===== config.mk =====
export PLATFORM = sky130hd
export DESIGN_NAME = apple2_kbd_port
export DESIGN_NICKNAME = d
export VERILOG_FILES = /design/src/rtl/apple2_kbd_port.sv
export SDC_FILE = /design/constraint.sdc
export NUM_CORES = 1
export LEC_CHECK = 0
export BUFFER_PORTS_ARGS = -buffer_cell sky130_fd_sc_hd__buf_2
export CAP_MARGIN = 20
export CORE_ASPECT_RATIO = 0.5
export CORE_MARGIN = 1.5
export CORE_UTILIZATION = 50
export CTS_BUF_LIST = sky130_fd_sc_hd__clkbuf_4 sky130_fd_sc_hd__clkbuf_8
export CTS_CLUSTER_SIZE = 10
export DETAILED_ROUTE_END_ITERATION = 12
export PLACE_DENSITY = 0.8
export RECOVER_POWER = 100
export SYNTH_ARGS = -nofsm -noshare
export SYNTH_HDL_FRONTEND = slang
export SYNTH_SLANG_ARGS = --single-unit

===== constraint.sdc =====
create_clock -name clk -period 2.35 [get_ports clk]
set_clock_uncertainty 0.15 [all_clocks]
set_input_delay 0.47 -clock clk [delete_from_list [all_inputs] [get_ports clk]]
set_output_delay 0.47 -clock clk [all_outputs]
set_load 0.01 [all_outputs]

===== src/rtl/apple2_kbd_port.sv =====
// Apple II keyboard latch ($C000/$C010) fed by a small FIFO of 7-bit ASCII codes
// pushed by a host through a valid/ready handshake.
module apple2_kbd_port #(
  parameter int unsigned DEPTH = 8,
  parameter int unsigned CW    = $clog2(DEPTH) + 1
) (
  input  logic          clk,
  input  logic          reset,
  input  logic          cpu_en,
  input  logic          cs,
  input  logic [15:0]   addr,
  input  logic          we,
  output logic [7:0]    data_out,
  input  logic          key_valid,
  input  logic [6:0]    key_data,
  output logic          key_ready,
  input  logic          key_held,
  output logic          strobe,
  output logic [CW-1:0] fifo_count
);

  localparam int unsigned AW = $clog2(DEPTH);

  logic [6:0]    mem_q [DEPTH];
  logic [AW-1:0] wr_ptr_q, rd_ptr_q;
  logic [CW-1:0] count_q, count_d;
  logic [6:0]    latch_q;
  logic          strobe_q, strobe_d;
  logic [7:0]    data_out_q, data_out_d;

  logic acc, clr, rd, full, push, pop;
  logic unused_addr;

  assign unused_addr = ^{addr[15:5], addr[3:0]};

  assign acc  = cs & cpu_en;
  assign clr  = acc & addr[4];
  assign rd   = acc & ~we;
  assign full = (count_q == CW'(DEPTH));
  assign push = key_valid & ~full;
  // A strobe clear blocks the load for one edge so the CPU always sees the flag drop.
  assign pop  = ~strobe_q & (count_q != '0) & ~clr;

  assign key_ready  = ~full;
  assign strobe     = strobe_q;
  assign data_out   = data_out_q;
  assign fifo_count = count_q;

  always_comb begin
    count_d    = count_q;
    strobe_d   = strobe_q;
    data_out_d = data_out_q;
    unique case ({push, pop})
      2'b10:   count_d = count_q + 1'b1;
      2'b01:   count_d = count_q - 1'b1;
      default: count_d = count_q;
    endcase
    if (clr) begin
      strobe_d = 1'b0;
    end else if (pop) begin
      strobe_d = 1'b1;
    end
    // $C010 reads report the physical key state instead of the strobe.
    if (rd) begin
      data_out_d = addr[4] ? {key_held, latch_q} : {strobe_q, latch_q};
    end
  end

  always_ff @(posedge clk) begin
    if (push) begin
      mem_q[wr_ptr_q] <= key_data;
    end
  end

  always_ff @(posedge clk or negedge reset) begin
    if (!reset) begin
      wr_ptr_q   <= '0;
      rd_ptr_q   <= '0;
      count_q    <= '0;
      latch_q    <= 7'h00;
      strobe_q   <= 1'b0;
      data_out_q <= 8'h00;
    end else begin
      if (push) begin
        wr_ptr_q <= wr_ptr_q + 1'b1;
      end
      if (pop) begin
        rd_ptr_q <= rd_ptr_q + 1'b1;
        latch_q  <= mem_q[rd_ptr_q];
      end
      count_q    <= count_d;
      strobe_q   <= strobe_d;
      data_out_q <= data_out_d;
    end
  end

endmodule

==> results of run 1 <==
==> path summary, 6_finish.rpt <==
| path | from | to | slack [ns] |
|---|---|---|---|
| worst min register to register | latch_q[1] | latch_q[1] | 0.33 |
| worst max-delay path | fifo_count[1] | fifo_count[3] | 0.01 |
| worst min-delay path | key_held | data_out[7] | 0.30 |
| worst max register to register | fifo_count[1] | fifo_count[3] | 0.01 |
| max in group asynchronous | reset | fifo_count[3] | 1.13 |
| min in group asynchronous | reset | wr_ptr_q[2] | 0.51 |
==> power breakdown <==
group          switching [mW]  total (mW)  internal (mW)  leakage, nW
sequential              0.264        2.17           1.91        0.818
combinational           0.670        1.39          0.718        0.580
clock                   0.512        1.03          0.518        0.102
total                    1.45        4.59           3.14         1.50
==> per-layer routing <==
| layer | routed length (um) | vias up |
|---|---|---|
| met3 | 270 | 8 |
| met2 | 2860 | 38 |
| met4 | 91 | 0 |
| met5 | 0 | - |
| li1 | - | 838 |
| met1 | 2580 | 908 |
==> area by class of cell <==
cell class / instances / area share, %
timing repair buffer: 47 / 7.01
tap: 88 / 2.79
clock buffer: 10 / 3.33
sequential: 82 / 59.2
inverter: 7 / 0.666
multi-input combinational: 98 / 25.1
clock inverter: 6 / 1.90
==> cell families after synthesis <==
family | synth area share [%]
multiplexers | 15.3
AO/OA/AOI/OAI | 2.20
XOR/XNOR | 1.31
adder cells (fa/ha/maj) | 2.46
buffers and inverters | 2.80
AND/OR/NAND/NOR | 6.31
flip-flops | 69.6
==> cell usage in the layout, fill, tap and decap left out, types with 2 or more instances in the layout <==
master and count:
buf_2 21, dfrtp_2 2, xnor2_1 4, mux2_2 8, dfrtp_1 24, o21ai_1 3, nand3_1 2, ha_4 2
inv_1 6, clkbuf_1 7, nand2b_1 3, clkbuf_8 9, o21ai_0 8, nor3_1 3, nand2_1 17, nor2_1 5
clkinv_4 2, mux4_1 5, edfxtp_1 56, mux2i_1 9, mux4_2 9, ha_1 3, buf_4 18
==> through the flow <==
stage | power, mW | hold WS [ns] | setup WS [ns] | cells | area (um2)
2_1_floorplan | 3.08 | 0.0244 | 0.0184 | 194 | 3370
3_3_place_gp | 3.45 | 0.311 | -0.0423 | 319 | 3680
3_5_place_dp | 3.53 | 0.322 | -0.146 | 319 | 3680
4_1_cts | 4.58 | 0.231 | 0.00548 | 336 | 3910
5_1_grt | 4.84 | 0.315 | -0.0567 | 338 | 3940
6_report | 4.59 | 0.304 | 0.0139 | 338 | 3940
==> tightest hold or removal path: stages <==
cell	delay [ns]
buf_2	0.08
mux2i_1	0.06
o21ai_0	0.15
==> state kept, by name (all words and copies together) (netlist names) <==
name / count
mem_q: 56
data_out: 8
latch_q: 7
fifo_count: 4
rd_ptr_q: 3
wr_ptr_q: 3
strobe: 1
==> timing repair <==
action	in CTS	in global routing
setup endpoints to repair	1	11
buffers inserted	0	2
endpoints found under the hold margin	26	0
pin swaps	0	7
hold buffers	1	0
gates resized for setup	4	7
==> results by group, run 1 <==
Cells and area
  • Syn-to-layout area delta: 17.6%
  • Layout cells sized above 1: 34.0%
  • Final core utilization: 63.0%
  • FF/Latch Area: 0.00233 mm2
  • ANT cells: 0
  • Fillers: 434
  • Fin nets: 281
  • Area occupied by multi-input gates: 988 um2

Timing
  • RSZ-0062 raised after global routing: yes
  • Final min period: 2.34 ns
  • Final-report hold violation count: 0
  • Fmax: 428 MHz
  • Worst-Margin Slew: 0.722 ns
  • Setup_tns: 0 ns
  • Fin crit share: 99.4%
  • Slew Viols, Final: 0
  • Slew HR: 51.7%
  • Final Setup Violations: 0

Floorplan
  • Die width: 119 um
  • Die Span Y: 60.9 um
  • Starting density of the core: 53.6%
  • Row Count: 20
  • Full die area: 0.00723 mm2
  • Core ar.: 0.00626 mm2
  • Io pins: 44

Yosys
  • Main synth FF type: edfxtp_1
  • Post-synth top area cell: edfxtp_1
  • Most common cell in the netlist: edfxtp_1
  • EDFF count, synth: 56
  • Synth area leaders: edfxtp_1, dfrtp_1, mux4_2
  • Synth cell count leaders: edfxtp_1, dfrtp_1, nand2_1
  • Syn Std Cell Area: 0.00335 mm2
  • Mean post-synth cell area: 17.3 um2
  • Sequential fraction of the synthesis area: 69.6%
  • Cells after Synth: 194
  • Cell variety after synth: 34
  • Post-synthesis net count: 230
  • Share of flip-flops with an asynchronous set or reset: 31.7%
  • Post-synth top area share: 50.2%
  • Synth warn: 0
  • Synth Register Bits: 82

Global routing
  • Vias in the first global route: 1781
  • Global-route wire length before repair: 8810 um
  • GRT Residual Overflow: 0
  • Initial antenna violation count: 0
  • GR Util met1: 21.2%
  • Overall routing resource usage: 17.2%
  • Largest net degree at the start of global routing: 27
  • GR Util met3: 4.61%
  • GR peak layer: met2
  • Met2 GRT Util: 30.2%

Clocking
  • CTS tree: yes
  • Htree depth: 3
  • Clock root cell: clkbuf_8
  • # clock sinks: 82
  • Clock slew at reported path FFs: 0.08 ns
  • Clk buf depth: 2
  • Num CTS Buffers: 9
  • Worst skew pair latency: 0.34 ns

Power and ir drop
  • Pwr dens: 1160 mW/mm2
  • Static Leak: 1.50 nW
  • Worst vdd ir: 0.392 mV

Run status
  • Status: completed

Worst setup path
  • CP Launch Type: flop
  • Worst Setup End Kind: flop
  • Worst R2R Path Depth: 8
  • Delay-heaviest family, CP: simple AND/OR/NAND/NOR gates
  • CP Cell Sequence: or4b_4 > nand2_4 > ha_4 > ha_1 > a21oi_2 > o21ai_0 > nand4b_1 > o311ai_1
  • CP Class: reg -> reg
  • CP max stage delay: 0.56 ns
  • Crit path max fanout: 5
  • Worst path depth: 8
  • Required time worst endpoint: 2.42 ns
  • Crit path DAT: 2.41 ns
  • Crit path buf inv count: 0
  • Slowest-stage cell, CP: or4b_4

Min path
  • Hold/Removal Path Class: in -> reg
  • WHS Path Cells: 3

Drt
  • Post-DRT Antenna Nets: 0
  • Routed WL per cell: 17.2 um
  • First-pass DRT Iterations: 4
  • DRC: 0
  • Vias/cell: 5.30
  • DR iter-0 viols: 99
  • Final wirelength: 5800 um
  • Vias: 1792

Job
  • Max-cap viol count: 0

Placed design
  • Final GP Congestion: 0.739
  • Port Buf Inserts: 28
  • Detailed Place HPWL: 3790 um
(Power assumes the default switching activity.)
==> run 2: changes to the inputs <==
--- a/config.mk
+++ b/config.mk
@@ -13,7 +13,7 @@
 export CTS_BUF_LIST = sky130_fd_sc_hd__clkbuf_4 sky130_fd_sc_hd__clkbuf_8
 export CTS_CLUSTER_SIZE = 10
 export DETAILED_ROUTE_END_ITERATION = 12
-export PLACE_DENSITY = 0.8
+export PLACE_DENSITY = 0.73
 export RECOVER_POWER = 100
 export SYNTH_ARGS = -nofsm -noshare
 export SYNTH_HDL_FRONTEND = slang
==> run 2 against run 1 <==
The run now ends with setup timing left; final cell count up 3.6%; clock power about the same; hold slack worse by 0.024 ns; maximum frequency down 2.0%; non-clock buffer count up 12; sequential power about the same; flip-flop and latch count unchanged; critical path type unchanged; via count up 3.7%.
==> results by group, run 2 (synthesis results as in run 1) <==
Floorplan
  • Io pins: 44 (unchanged)
  • Core ar.: 0.00626 mm2 (unchanged)
  • Die Span Y: 60.9 um (unchanged)
  • Die width: 119 um (unchanged)
  • Full die area: 0.00723 mm2 (unchanged)
  • Starting density of the core: 53.6% (unchanged)
  • Row Count: 20 (unchanged)

Clocking
  • Clock slew at reported path FFs: 0.08 ns (about the same)
  • # clock sinks: 82 (unchanged)
  • Htree depth: 3 (unchanged)
  • Num CTS Buffers: 9 (unchanged)
  • Worst skew pair latency: 0.35 ns (about the same)
  • CTS tree: yes
  • Clk buf depth: 2 (unchanged)
  • Clock root cell: clkbuf_8

Placed design
  • Final GP Congestion: 0.713 (-3.5%)
  • Worst slack, placed: -0.157 ns (-0.0116 ns)
  • Placed cell count: 322 (+0.94%)
  • Detailed Place HPWL: 3920 um (+3.3%)
  • Port Buf Inserts: 28 (unchanged)
  • Dpl cell area: 0.00370 mm2 (+0.61%)

Cells and area
  • Biggest register: mem_q
  • Layout cells sized above 1: 34.0% (about the same)
  • Non-Filler Instances: 350 (+3.6%)
  • Commonest cells after routing, fill and taps aside: edfxtp_1, buf_4, dfrtp_1, nand2_1, clkbuf_1
  • Max reg flops: 56 (unchanged)
  • Syn-to-layout area delta: 21.1%
  • Post-route cell area: 0.00406 mm2 (+2.9%)
  • Fin nets: 293 (+4.3%)
  • Commonest non-fill, non-tap cell in the layout: edfxtp_1
  • ANT cells: 0 (unchanged)

Drt
  • DRC: 0 (unchanged)
  • Post-DRT Antenna Nets: 0 (unchanged)
  • Final wirelength: 6310 um (+8.9%)
  • Vias/cell: 5.31 (+0.13%)
  • First-pass DRT Iterations: 4 (unchanged)
  • Routed WL per cell: 18.0 um (+5.1%)
  • Vias: 1858 (+3.7%)
  • DR iter-0 viols: 121 (+22%)

Job
  • Max-cap viol count: 0 (unchanged)

Worst setup path
  • Crit path DAT: 2.45 ns (+0.04 ns)
  • CP Class: reg -> reg
  • CP Launch Type: flop
  • CP most frequent cell: ha_4
  • Slowest-stage cell, CP: or4b_4
  • Crit path max fanout: 4 (-1)
  • CP Cell Sequence: or4b_4 > nand2_4 > ha_4 > ha_4 > inv_2 > or3_4 > nand4b_1 > o311ai_2
  • CP max stage delay: 0.59 ns (+0.03 ns)
  • Required time worst endpoint: 2.41 ns (about the same)
  • Worst Setup End Kind: flop

Global routing
  • Initial antenna violation count: 0 (unchanged)
  • Global-route wire length before repair: 9660 um (+9.6%)
  • Largest net degree at the start of global routing: 27 (unchanged)
  • Overall routing resource usage: 19.0% (+1.8 points)
  • GRT Residual Overflow: 0 (unchanged)
  • Vias in the first global route: 1905 (+7.0%)

Timing
  • Worst-Margin Slew: 1.33 ns (+0.612 ns)
  • Slew HR: 11.1% (-41 points)
  • Final min period: 2.38 ns (+0.0477 ns)
  • Fmax: 419 MHz (-2.0%)
  • Final-report hold violation count: 0 (unchanged)
  • Final Setup Violations: 1 (+1)
  • Fin crit share: 101% (+2.0 points)
  • RSZ-0062 raised after global routing: yes
  • Slew Viols, Final: 0 (unchanged)
  • Fin worst setup slack: -0.0338 ns (-0.0477 ns)
  • Setup_tns: -0.0338 ns (-0.0338 ns)

Power and ir drop
  • Worst vdd ir: 0.433 mV (+11%)
  • Static Leak: 1.53 nW (+2.2%)
  • Pwr dens: 1170 mW/mm2 (+0.17%)

Run status
  • Failing checks: setup timing
  • Status: finished with violations

Min path
  • Hold/Removal Path Class: in -> reg
==> run 2: cell count changes in the layout (fill, tap and decap cells not counted), sizes merged <==
| cell | before | now |
|---|---|---|
| clkbuf | 17 | 26 |
| buf | 39 | 41 |
| clkinvlp | 1 | 2 |
==> run 2: routing by layer <==
metal,vias up,GRT usage (%),part of all wire [%]
met4,0,10.3,2.6
met2,52,35.0,50
li1,868,-,-
met1,922,21.4,43
met5,-,0,0
met3,16,4.98,4.6
==> run 2: area by class of cell <==
cell class | count | area, um2
Clock inverter | 7 | 77.6
Clock buffer | 9 | 124
Multi-Input combinational cell | 98 | 1030
Sequential cell | 82 | 2330
Fill cell | 432 | 2200
Tap cell | 88 | 110
Timing Repair Buffer | 59 | 354
Inverter | 7 | 31.3
==> run 2: through the flow <==
| stage | util (%) | total power, mW | hold slack [ns] |
|---|---|---|---|
| final | 64.9 | 4.73 | 0.280 |
| after floorplan | - | 3.08 | 0.0244 |
| after global routing | 64.9 | 4.99 | 0.284 |
| after detailed placement | 59.1 | 3.55 | 0.324 |
| after CTS | 64.1 | 4.68 | 0.228 |
| after global placement | 59.1 | 3.49 | 0.313 |
==> run 2: worst paths after layout <==
check	start	endpoint	slack [ns]	cells after the start
worst max register to register	fifo_count[1]	fifo_count[3]	-0.03	8
worst min register to register	latch_q[4]	latch_q[4]	0.34	2
min in group asynchronous	reset	fifo_count[2]	0.80	2
worst min-delay path	key_valid	wr_ptr_q[2]	0.28	3
max in group asynchronous	reset	fifo_count[3]	0.38	2
worst max-delay path	fifo_count[1]	fifo_count[3]	-0.03	8
==> run 2: critical path, delay by kind of cell (launching register included) <==
kind / cells / cell delay [ns]
flip-flops: 1 / 0.42
buffers and inverters: 1 / 0.03
AO/OA/AOI/OAI: 1 / 0.13
AND/OR/NAND/NOR: 4 / 1.20
adder cells (fa/ha/maj): 2 / 0.32
==> run 2: repair_timing <==
action | CTS | global route
hold buffers | 1 | 0
hold endpoints to repair | 26 | 0
setup endpoints to repair | 1 | 1
buffers inserted | 11 | 0
pin swaps | 3 | 9
resized for setup | 4 | 15
==> run 2: power breakdown <==
part           switching, mW  internal [mW]  leakage (nW)
registers              0.229           1.91         0.819
logic                  0.772          0.813         0.618
clock network          0.512          0.500        0.0954
total                   1.51           3.22          1.53
==> run 3: changes to the inputs <==
--- a/config.mk
+++ b/config.mk
@@ -7,13 +7,13 @@
 export LEC_CHECK = 0
 export BUFFER_PORTS_ARGS = -buffer_cell sky130_fd_sc_hd__buf_2
 export CAP_MARGIN = 20
-export CORE_ASPECT_RATIO = 0.5
+export CORE_ASPECT_RATIO = 1.1
 export CORE_MARGIN = 1.5
 export CORE_UTILIZATION = 50
 export CTS_BUF_LIST = sky130_fd_sc_hd__clkbuf_4 sky130_fd_sc_hd__clkbuf_8
 export CTS_CLUSTER_SIZE = 10
 export DETAILED_ROUTE_END_ITERATION = 12
-export PLACE_DENSITY = 0.73
+export PLACE_DENSITY = 0.83
 export RECOVER_POWER = 100
 export SYNTH_ARGS = -nofsm -noshare
 export SYNTH_HDL_FRONTEND = slang
==> run 3 against run 2 <==
The flow now finishes without violations; largest cell class unchanged; clock power barely moved; sequential share of layout area grew 2.2 points; cell area fell by 3.8%; count of clock-buffer cells in the layout unchanged; core utilization decreased by 4.9 points; register-to-register slack improved by 0.13 ns; power fell by 4.2%; non-clock buffer count shrank 11; first-iteration DRC count decreased by 26%; combinational power is 14% lower; final cell count down 4.9%.
==> results by group, run 3 (synthesis results as in run 1) <==
Worst setup path
  • Worst Setup End Kind: flop
  • Reg2reg setup slack: 0.1 ns (+0.13 ns)
  • CP Launch Type: flop
  • RR Endpoint: fifo_count[3]
  • CP Class: reg -> reg
  • Worst R2R Path Depth: 8 (unchanged)
  • Delay-heaviest family, CP: simple AND/OR/NAND/NOR gates
  • Crit path max fanout: 4 (unchanged)
  • Crit path DAT: 2.34 ns (-0.11 ns)
  • CP Cell Sequence: or4b_4 > nand2_4 > ha_4 > ha_1 > inv_1 > or3_1 > nand4b_1 > o311ai_1
  • Crit path buf inv count: 1 (unchanged)
  • Slowest-stage cell, CP: or4b_4
  • CP max stage delay: 0.58 ns (about the same)
  • FF-to-FF Start: fifo_count[1]
  • Required time worst endpoint: 2.43 ns (+0.02 ns)

Drt
  • Routed WL per cell: 16.9 um (-6.1%)
  • Vias/cell: 5.34 (+0.52%)
  • DR iter-0 viols: 90 (-26%)
  • DRC: 0 (unchanged)
  • Vias: 1777 (-4.4%)
  • Final wirelength: 5640 um (-11%)
  • Post-DRT Antenna Nets: 0 (unchanged)
  • First-pass DRT Iterations: 4 (unchanged)

Timing
  • Fin worst setup slack: 0.0978 ns (+0.132 ns)
  • RSZ-0062 raised after global routing: yes
  • Final Setup Violations: 0 (-1)
  • Fin crit share: 95.8% (-5.6 points)
  • Slew Viols, Final: 0 (unchanged)
  • Worst-Margin Slew: 0.708 ns (-0.626 ns)
  • Final-report hold violation count: 0 (unchanged)
  • WHS: 0.270 ns (-0.00921 ns)
  • Fmax: 444 MHz (+5.8%)
  • Slew HR: 52.7% (+42 points)
  • Final min period: 2.25 ns (-0.132 ns)

Min path
  • WHS Path Cells: 3 (unchanged)
  • Hold endpoint: data_out[7]
  • Hold/Removal Path Class: in -> reg
  • Hold path startpoint: key_held

Global routing
  • Overall routing resource usage: 17.5% (-1.5 points)
  • Vias in the first global route: 1765 (-7.3%)
  • Initial antenna violation count: 0 (unchanged)
  • GRT Residual Overflow: 0 (unchanged)
  • Largest net degree at the start of global routing: 27 (unchanged)
  • Global-route wire length before repair: 8760 um (-9.4%)

Floorplan
  • Die Span Y: 88.9 um (+46%)
  • Die width: 81.1 um (-32%)
  • Row Count: 31 (+55%)
  • Full die area: 0.00720 mm2 (-0.40%)
  • Starting density of the core: 51.4% (-2.1 points)
  • Core ar.: 0.00652 mm2 (+4.2%)
  • Io pins: 44 (unchanged)

Job
  • Max-cap viol count: 0 (unchanged)

Clocking
  • # clock sinks: 82 (unchanged)
  • Worst skew pair latency: 0.35 ns (about the same)
  • Buffer count from post-CTS setup fixing: 0 (-11)
  • Num CTS Buffers: 9 (unchanged)
  • Clock slew at reported path FFs: 0.08 ns (about the same)
  • CTS tree: yes
  • Clock root cell: clkbuf_8
  • Htree depth: 3 (unchanged)
  • Clk buf depth: 2 (unchanged)

Cells and area
  • ANT cells: 0 (unchanged)
  • Commonest cells after routing, fill and taps aside: edfxtp_1, dfrtp_1, buf_2, buf_4, nand2_1
  • Final core utilization: 59.9% (-4.9 points)
  • Commonest non-fill, non-tap cell in the layout: edfxtp_1
  • Syn-to-layout area delta: 16.5%
  • Non-Filler Instances: 333 (-4.9%)
  • Biggest register: mem_q
  • Max reg flops: 56 (unchanged)
  • Layout cells sized above 1: 32.3% (-1.7 points)
  • Fin nets: 282 (-3.8%)

Placed design
  • Port Buf Inserts: 28 (unchanged)
  • Worst slack, placed: -0.0916 ns (+0.0658 ns)
  • Placed cell count: 316 (-1.9%)
  • Detailed Place HPWL: 3800 um (-3.0%)
  • Final GP Congestion: 0.748 (+4.8%)

Power and ir drop
  • Static Leak: 1.50 nW (-2.3%)
  • Pwr dens: 1160 mW/mm2 (-0.44%)
  • Worst vdd ir: 0.513 mV (+18%)

Run status
  • Status: completed
==> run 3: cell count changes in the layout (fill, tap and decap cells not counted), sizes merged <==
cell | previous run | this run
buf | 41 | 40
clkbuf | 26 | 16
clkinv | 2 | 1
inv | 9 | 10
==> run 3: worst max-delay path by stage <==
stage | startpoint | to | cells after the start
global route | fifo_count[2] | fifo_count[3] | 9
floorplan | addr[4] | fifo_count[3] | 9
CTS | fifo_count[3] | mem_q[2][0] | 5
finish | fifo_count[1] | fifo_count[3] | 8
detailed placement | addr[4] | fifo_count[3] | 9
global placement | addr[4] | fifo_count[3] | 9
==> run 3: area by class of cell <==
class	count	area, um2
Clock buffer	9	124
Inverter	7	26.3
Tap cell	82	103
Sequential cell	82	2330
Fill cell	479	2610
Multi-Input combinational cell	98	961
Timing Repair Buffer	48	284
Clock inverter	7	75.1
==> run 3: repair_timing <==
item | CTS | global route
hold endpoints to repair | 26 | 0
hold buffers | 1 | 0
resized for setup | 0 | 5
setup endpoints to repair | 0 | 8
==> run 3: metrics by stage <==
stage	setup TNS, ns	cell area, um2	total power [mW]
after floorplan	0	3370	3.08
after global placement	-0.0770	3690	3.45
after detailed placement	-0.0916	3690	3.55
after CTS	0	3900	4.57
after global routing	-0.0424	3910	4.80
final	0	3910	4.54
==> run 3: per-layer routing <==
metal  track usage, %  share of wire (%)  up-vias
met3             3.92                3.5       14
met2             29.1                 52       43
met5                0                  0        -
met4             10.5                2.8        0
met1             20.9                 42      881
li1                 -                  -      839
==> run 3: tightest hold or removal path, cell delays in order <==
cell and delay, ns:
buf_2 0.08, mux2i_1 0.05, o21ai_0 0.14
==> run 3: report_power, final <==
| part | switching (mW) | total, mW | internal [mW] | leakage, nW |
|---|---|---|---|---|
| combinational | 0.643 | 1.36 | 0.720 | 0.583 |
| clock | 0.521 | 1.02 | 0.498 | 0.0943 |
| sequential | 0.247 | 2.15 | 1.91 | 0.820 |
| total | 1.41 | 4.54 | 3.12 | 1.50 |
